===== config.mk =====
export PLATFORM = sky130hd
export DESIGN_NAME = battle_seq
export DESIGN_NICKNAME = d
export VERILOG_FILES = /design/src/rtl/battle_pkg.sv /design/src/rtl/vsync_edge.sv /design/src/rtl/battle_seq.sv
export SDC_FILE = /design/constraint.sdc
export NUM_CORES = 1
export LEC_CHECK = 0
export ABC_CLOCK_PERIOD_IN_PS = 4530
export BUFFER_PORTS_ARGS = -buffer_cell sky130_fd_sc_hd__buf_4
export CAP_MARGIN = 20
export CELL_PAD_IN_SITES_DETAIL_PLACEMENT = 0
export CELL_PAD_IN_SITES_GLOBAL_PLACEMENT = 2
export CORE_UTILIZATION = 32
export CTS_CLUSTER_DIAMETER = 200
export CTS_CLUSTER_SIZE = 28
export DETAILED_ROUTE_END_ITERATION = 12
export HOLD_SLACK_MARGIN = 0.08
export PLACE_DENSITY = 0.87
export SLEW_MARGIN = 25
export SYNTH_ARGS = -nofsm -noshare
export SYNTH_HDL_FRONTEND = slang
export SYNTH_HIERARCHICAL = 1
export SYNTH_SLANG_ARGS = --single-unit

===== constraint.sdc =====
create_clock -name clk -period 4.53 [get_ports clk]
set_clock_uncertainty 0.1 [all_clocks]
set_input_delay 0 -clock clk [delete_from_list [all_inputs] [get_ports clk]]
set_output_delay 0 -clock clk [all_outputs]
set_load 0.02 [all_outputs]

===== src/rtl/battle_pkg.sv =====
// Shared phase codes, state-word field positions and the slider damage rule
// for the battle sequencer.
package battle_pkg;

    typedef enum logic [3:0] {
        PH_MENU   = 4'b0001,
        PH_DODGE  = 4'b1001,
        PH_ATTACK = 4'b1010,
        PH_OVER   = 4'b1100
    } phase_t;

    localparam int unsigned PHASE_LSB  = 28;
    localparam int unsigned HP_LSB     = 20;
    localparam int unsigned SLIDER_LSB = 10;
    localparam int unsigned CNT_LSB    = 0;

    // Damage falls off by one point per 4 pixels of distance from the target.
    function automatic logic [7:0] calc_dmg(input logic [9:0] x,
                                            input logic [9:0] ctr,
                                            input logic [7:0] max_dmg);
        logic [9:0] d;
        logic [9:0] q;
        d = (x >= ctr) ? (x - ctr) : (ctr - x);
        q = d >> 2;
        return (q >= {2'b00, max_dmg}) ? 8'd0 : (max_dmg - q[7:0]);
    endfunction

endpackage


===== src/rtl/vsync_edge.sv =====
// Samples vsync and produces a registered one-cycle pulse on its rising edge.
module vsync_edge (
    input  logic clk,
    input  logic reset,
    input  logic vsync,
    output logic frame_tick
);

    logic vsync_q;

    always_ff @(posedge clk or negedge reset) begin
        if (!reset) begin
            vsync_q    <= 1'b0;
            frame_tick <= 1'b0;
        end else begin
            vsync_q    <= vsync;
            frame_tick <= vsync & ~vsync_q;
        end
    end

endmodule


===== src/rtl/battle_seq.sv =====
// Frame-synchronous battle phase sequencer driving the renderer state word.
// Defining BATTLE_SEQ_PAUSE_EN adds a pause input that freezes progression on frame ticks.
module battle_seq
    import battle_pkg::*;
#(
    parameter int unsigned DODGE_FRAMES = 600,
    parameter int unsigned GRACE_FRAMES = 30,
    parameter int unsigned ENEMY_HP     = 100,
    parameter int unsigned SLIDE_MIN    = 217,
    parameter int unsigned SLIDE_MAX    = 423,
    parameter int unsigned SLIDE_CTR    = 320,
    parameter int unsigned SLIDE_STEP   = 3,
    parameter int unsigned MAX_DMG      = 25
) (
    input  logic        clk,
    input  logic        reset,
    input  logic        vsync,
    input  logic        start,
    input  logic        fire,
    input  logic        hp_zero,
`ifdef BATTLE_SEQ_PAUSE_EN
    input  logic        pause,
`endif
    output logic [31:0] state,
    output logic        isRender,
    output logic        win,
    output logic        frame_tick
);

    localparam logic [9:0]  CNT_LAST = 10'(DODGE_FRAMES - 1);
    localparam logic [9:0]  GRACE    = 10'(GRACE_FRAMES);
    localparam logic [7:0]  HP_INIT  = 8'(ENEMY_HP);
    localparam logic [9:0]  X_MIN    = 10'(SLIDE_MIN);
    localparam logic [10:0] X_MAX    = 11'(SLIDE_MAX);
    localparam logic [9:0]  X_CTR    = 10'(SLIDE_CTR);
    localparam logic [10:0] X_STEP   = 11'(SLIDE_STEP);
    localparam logic [7:0]  DMG_MAX  = 8'(MAX_DMG);

    phase_t      phase, phase_n;
    logic [7:0]  hp, hp_n, hp_left, dmg;
    logic [9:0]  slider, slider_n, cnt, cnt_n;
    logic [10:0] step_sum;
    logic        win_n, render_n, resolve, hold;
    logic        start_flag, fire_flag, start_seen, fire_seen;

    vsync_edge u_vsync_edge (
        .clk        (clk),
        .reset      (reset),
        .vsync      (vsync),
        .frame_tick (frame_tick)
    );

`ifdef BATTLE_SEQ_PAUSE_EN
    assign hold = pause;
`else
    assign hold = 1'b0;
`endif

    always_comb begin
        start_seen = start_flag | start;
        fire_seen  = fire_flag | fire;
        step_sum   = {1'b0, slider} + X_STEP;
        dmg        = '0;
        resolve    = 1'b0;
        hp_left    = hp;
        phase_n    = phase;
        hp_n       = hp;
        slider_n   = slider;
        cnt_n      = cnt;
        win_n      = win;
        if (frame_tick && !hold) begin
            case (phase)
                PH_MENU: begin
                    if (start_seen) begin
                        phase_n = PH_DODGE;
                        hp_n    = HP_INIT;
                        cnt_n   = '0;
                        win_n   = 1'b0;
                    end
                end
                PH_DODGE: begin
                    if (hp_zero) begin
                        phase_n = PH_OVER;
                        win_n   = 1'b0;
                    end else if (cnt == CNT_LAST) begin
                        phase_n  = PH_ATTACK;
                        slider_n = X_MIN;
                        cnt_n    = '0;
                    end else begin
                        cnt_n = cnt + 10'd1;
                    end
                end
                PH_ATTACK: begin
                    // A miss is resolved as a zero-damage hit so both share the exit path.
                    if (fire_seen) begin
                        resolve = 1'b1;
                        dmg     = calc_dmg(slider, X_CTR, DMG_MAX);
                    end else if (step_sum > X_MAX) begin
                        resolve = 1'b1;
                    end else begin
                        slider_n = step_sum[9:0];
                    end
                    if (resolve) begin
                        hp_left = (hp > dmg) ? (hp - dmg) : '0;
                        hp_n    = hp_left;
                        if (hp_left == '0) begin
                            phase_n = PH_OVER;
                            win_n   = 1'b1;
                        end else begin
                            phase_n = PH_DODGE;
                            cnt_n   = '0;
                        end
                    end
                end
                PH_OVER: begin
                    if (start_seen) begin
                        phase_n  = PH_MENU;
                        slider_n = X_MIN;
                        cnt_n    = '0;
                    end
                end
                default: phase_n = PH_MENU;
            endcase
        end
        render_n = (phase_n == PH_DODGE) && (cnt_n >= GRACE) && !hold;
    end

    always_ff @(posedge clk or negedge reset) begin
        if (!reset) begin
            phase      <= PH_MENU;
            hp         <= HP_INIT;
            slider     <= X_MIN;
            cnt        <= '0;
            win        <= 1'b0;
            isRender   <= 1'b0;
            start_flag <= 1'b0;
            fire_flag  <= 1'b0;
        end else begin
            phase    <= phase_n;
            hp       <= hp_n;
            slider   <= slider_n;
            cnt      <= cnt_n;
            win      <= win_n;
            isRender <= render_n;
            if (frame_tick) begin
                start_flag <= 1'b0;
                fire_flag  <= 1'b0;
            end else begin
                start_flag <= start_flag | start;
                fire_flag  <= fire_flag | fire;
            end
        end
    end

    always_comb begin
        state                      = '0;
        state[PHASE_LSB +: 4]      = phase;
        state[HP_LSB +: 8]         = hp;
        state[SLIDER_LSB +: 10]    = slider;
        state[CNT_LSB +: 10]       = cnt;
    end

endmodule


==> qor.yml <==
run_status: "finished, violations left"
failed_checks: "setup timing"
netlist.area_leader.share_pct: 23.86
highest_clock_frequency_the_design_can_meet_mhz: 216.0
worst-setup-path-type: "reg -> reg"
htree_levels: 2
core_area_um2: 9240
finalHoldViolCount: 0
gr-total-overflow: 0
worst_tran_pin_value_ns: 0.6776
clock_latency_ns: 0.29
synthMuxAreaShare_pct: 0.3702
first_global_vias: 3010
final_period_minus_worst_setup_slack_ns: 4.631
place_congestion: 0.8210
edff_count_synth: 0
timing.slew.headroom_pct: 54.48
synth_simple_gate_area_share_pct: 26.70
synth_area_um2: 3042
synth_compound_gate_area_share_pct: 23.61
synth_area_leaders: "sky130_fd_sc_hd__dfrtp_1 24%, sky130_fd_sc_hd__dfstp_2 7.8%, sky130_fd_sc_hd__ha_1 6.6%"
drt.antenna.violating_nets: 0
most_frequent_cells_in_the_layout: "98 x sky130_fd_sc_hd__buf_4, 44 x sky130_fd_sc_hd__nor2_1, 30 x sky130_fd_sc_hd__nand2_1"
final_critical_path_setup_slack_ns: -0.1005
critical_path.max_stage_delay_ns: 0.45
cell_chosen_for_the_clock_root: "sky130_fd_sc_hd__clkbuf_8"
worstPathRequired_ns: 4.65
critPathBufInv: 1
cts_num_sinks: 38
port-buffer-count: 40
global_routing_usage_summed_across_all_routing_layers_pct: 18.45
starting_density_of_the_core_pct: 32.92
synth.avg_cell_area_um2: 8.379
drt_iter0_drc: 114
flow.area_growth_from_synthesis_pct: 46.48
maximum_number_of_pins_on_one_net_before_global_route_repair: 39
layout.nets: 489
post-route-drc-count: 0
slew_viol_final: 0
fp.dieH_um: 99.50
mostFrequentLayoutCell: "sky130_fd_sc_hd__buf_4"
die_width_um: 99.50
finish.cell_count_without_fillers: 596
place_inst: 573
route.detailed.wl_per_inst_um: 14.56
synth-async-reset-ratio_pct: 100.0
finalSetupTns_ns: -0.1005
cts.clk_slew.worst_paths_ns: 0.08
power_per_cell_area_nw_per_um2: 779.9
synth_top_flop_cell: "sky130_fd_sc_hd__dfrtp_1"
layout.core_utilization_pct: 48.22
rows: 35
number_of_buffers_added_by_the_clock_tree_synthesis_step: 5
worstSetupPathDepth: 17
detailed_route_via_count: 3068
hpwlAfterDp_mm: 6.341
crit_fanout: 4
syn-instance-count: 363
detailedPlace.worstSlack_ns: -0.3107
wl_mm: 8.676
path_delay_family: "compound AO/OA/AOI/OAI gates"
timing.reg2reg.worst_path_depth: 17
antenna_cells: 0
timing.critical_path.slowest_stage_cell: "sky130_fd_sc_hd__fa_2"
start_kind: "register"
synthXorXnorAreaFrac_pct: 5.759
num_io_pins: 41
timing.critical_path.mode_cell: "sky130_fd_sc_hd__a21oi_1"
clockBufferDepth: 2
synth.distinct_cells: 66
min-delay-path-class: "in -> async"
postSynthNetCount: 386
grt_antenna_before_repair: 0
vdd_drop_max_mv: 0.3002
worst_hold_slack_ns: 0.1022
count_of_tritonroute_iterations_in_the_first_routing_pass: 4
clock_tree_from_tritoncts: "yes"
route.detailed.vias_per_inst: 5.148
grt_pass1_wl_mm: 14.63
synth.yosys.warnings: 6
ys_ff_latch: 38
timing.critical_path.to_type: "register"
cp_cell_sequence: "or3_4 > o41ai_4 > a21oi_1 > a21oi_1 > a21oi_1 > or3_4 > buf_6 > a311oi_2 > ha_2 > fa_2 > and3_4 > and3_4 > a41oi_2 > a31oi_1 > or3b_1 > a2111o_1 > a41oi_2"
synth.yosys.seq_area_share_pct: 31.63
unrepaired_setup_endpoints_after_global_routing: "yes"
p_leak_uw: 0.001912
timing.final.crit_share_pct: 102.2
die_area_um2: 9899
layout-drive-gt1-share_pct: 41.33
synth_top_cell_by_area: "sky130_fd_sc_hd__dfrtp_1"
crit_arrival_ns: 4.75
yosys.area_share.adder_pct: 7.240
drv_cap: 0
synth_top_family_by_area: "simple AND/OR/NAND/NOR gates"
final-setup-viol-count: 1
[cell usage after synthesis (2+ instances only)]
cell	count
sky130_fd_sc_hd__clkbuf_8	4
sky130_fd_sc_hd__buf_6	2
sky130_fd_sc_hd__nor4_1	5
sky130_fd_sc_hd__xor2_1	9
sky130_fd_sc_hd__clkbuf_1	3
sky130_fd_sc_hd__and2_1	4
sky130_fd_sc_hd__nand2_1	34
sky130_fd_sc_hd__dfstp_2	9
sky130_fd_sc_hd__o31ai_1	9
sky130_fd_sc_hd__a41oi_1	3
sky130_fd_sc_hd__ha_1	16
sky130_fd_sc_hd__o22ai_1	7
sky130_fd_sc_hd__and3_1	4
sky130_fd_sc_hd__o31a_1	2
sky130_fd_sc_hd__or4_1	2
sky130_fd_sc_hd__nand3_1	10
sky130_fd_sc_hd__or2_2	3
sky130_fd_sc_hd__or3_1	4
sky130_fd_sc_hd__a21o_2	4
sky130_fd_sc_hd__a31oi_1	5
sky130_fd_sc_hd__nand2b_1	7
sky130_fd_sc_hd__nand4_1	3
sky130_fd_sc_hd__nand3b_1	3
sky130_fd_sc_hd__dfrtp_1	29
sky130_fd_sc_hd__nor2b_1	6
sky130_fd_sc_hd__nor3_1	8
sky130_fd_sc_hd__nor3b_1	7
sky130_fd_sc_hd__a21o_1	5
sky130_fd_sc_hd__o21ai_0	22
sky130_fd_sc_hd__and3_2	2
sky130_fd_sc_hd__xnor2_1	11
sky130_fd_sc_hd__inv_1	12
sky130_fd_sc_hd__o2111ai_1	3
sky130_fd_sc_hd__a21oi_1	24
sky130_fd_sc_hd__nor2_1	48
sky130_fd_sc_hd__o21a_1	4
[metal layers]
layer	track usage (%)	up-vias	share of wire, %
li1	-	1537	-
met3	1.968	6	3.1
met5	0	-	0
met2	31.04	53	47
met1	25.58	1472	49
met4	4.072	0	0.86
[what timing repair did]
action                                  CTS  global route
pin swaps                                38            13
endpoints found under the hold margin    43             0
gates resized for setup                  43            16
endpoints found under the setup margin    4             8
buffers inserted                         11             4
hold buffers                              5             0
[area by class of cell]
class                           instances  area [µm²]
Clock buffer                            6       82.58
Inverter                               12       50.05
Clock inverter                          2       60.06
Timing Repair Buffer                  106       819.5
Multi-Input combinational cell        303        2318
Tap cell                              129       161.4
Sequential cell                        38       963.4
Fill cell                             880        4785
[cell families after synthesis]
logic type / Yosys count
other cells: 1
xor+xnor: 20
compound gates: 105
simple gates: 159
flops: 38
fa+ha+maj: 17
buf+inv: 22
mux: 1
[worst reg2reg max path, cell delays in order (launching register included)]
cell and delay (ns):
sky130_fd_sc_hd__dfstp_2 0.37, sky130_fd_sc_hd__or3_4 0.41, sky130_fd_sc_hd__o41ai_4 0.34, sky130_fd_sc_hd__a21oi_1 0.11, sky130_fd_sc_hd__a21oi_1 0.12, sky130_fd_sc_hd__a21oi_1 0.08
sky130_fd_sc_hd__or3_4 0.41, sky130_fd_sc_hd__buf_6 0.13, sky130_fd_sc_hd__a311oi_2 0.24, sky130_fd_sc_hd__ha_2 0.25, sky130_fd_sc_hd__fa_2 0.45, sky130_fd_sc_hd__and3_4 0.16
sky130_fd_sc_hd__and3_4 0.18, sky130_fd_sc_hd__a41oi_2 0.22, sky130_fd_sc_hd__a31oi_1 0.13, sky130_fd_sc_hd__or3b_1 0.39, sky130_fd_sc_hd__a2111o_1 0.31, sky130_fd_sc_hd__a41oi_2 0.15
[metrics by stage]
step           total power (µW)  instance area [µm²]
2_1_floorplan              1828                 3138
3_3_place_gp               2689                 3889
3_5_place_dp               2704                 3889
4_1_cts                    3375                 4394
5_1_grt                    3744                 4456
6_report                   3475                 4456
[power breakdown]
group	leakage (µW)	switching [µW]	internal (µW)
Sequential	0.000469	96.4	434
Clock	0.0000714	124	235
Combinational	0.00137	1270	1310
[flip-flops by register name, indices dropped and copies added (netlist names)]
register	count
cnt	10
hp	8
u_vsync_edge/frame_tick	1
win	1
slider	10
u_vsync_edge/vsync_q	1
phase	4
isRender	1
fire_flag	1
start_flag	1
[worst paths after layout]
check                                      from                       to  slack, ns
setup / recovery                      slider[4]                 isRender      -0.10
hold / removal                            reset                    hp[4]       0.10
setup reg to reg                      slider[4]                 isRender      -0.10
hold reg to reg            u_vsync_edge/vsync_q  u_vsync_edge/frame_tick       0.34
max in group asynchronous                 reset                slider[2]       3.83
min in group clk                          vsync     u_vsync_edge/vsync_q       0.28
Power figures use the tool's default switching activity.
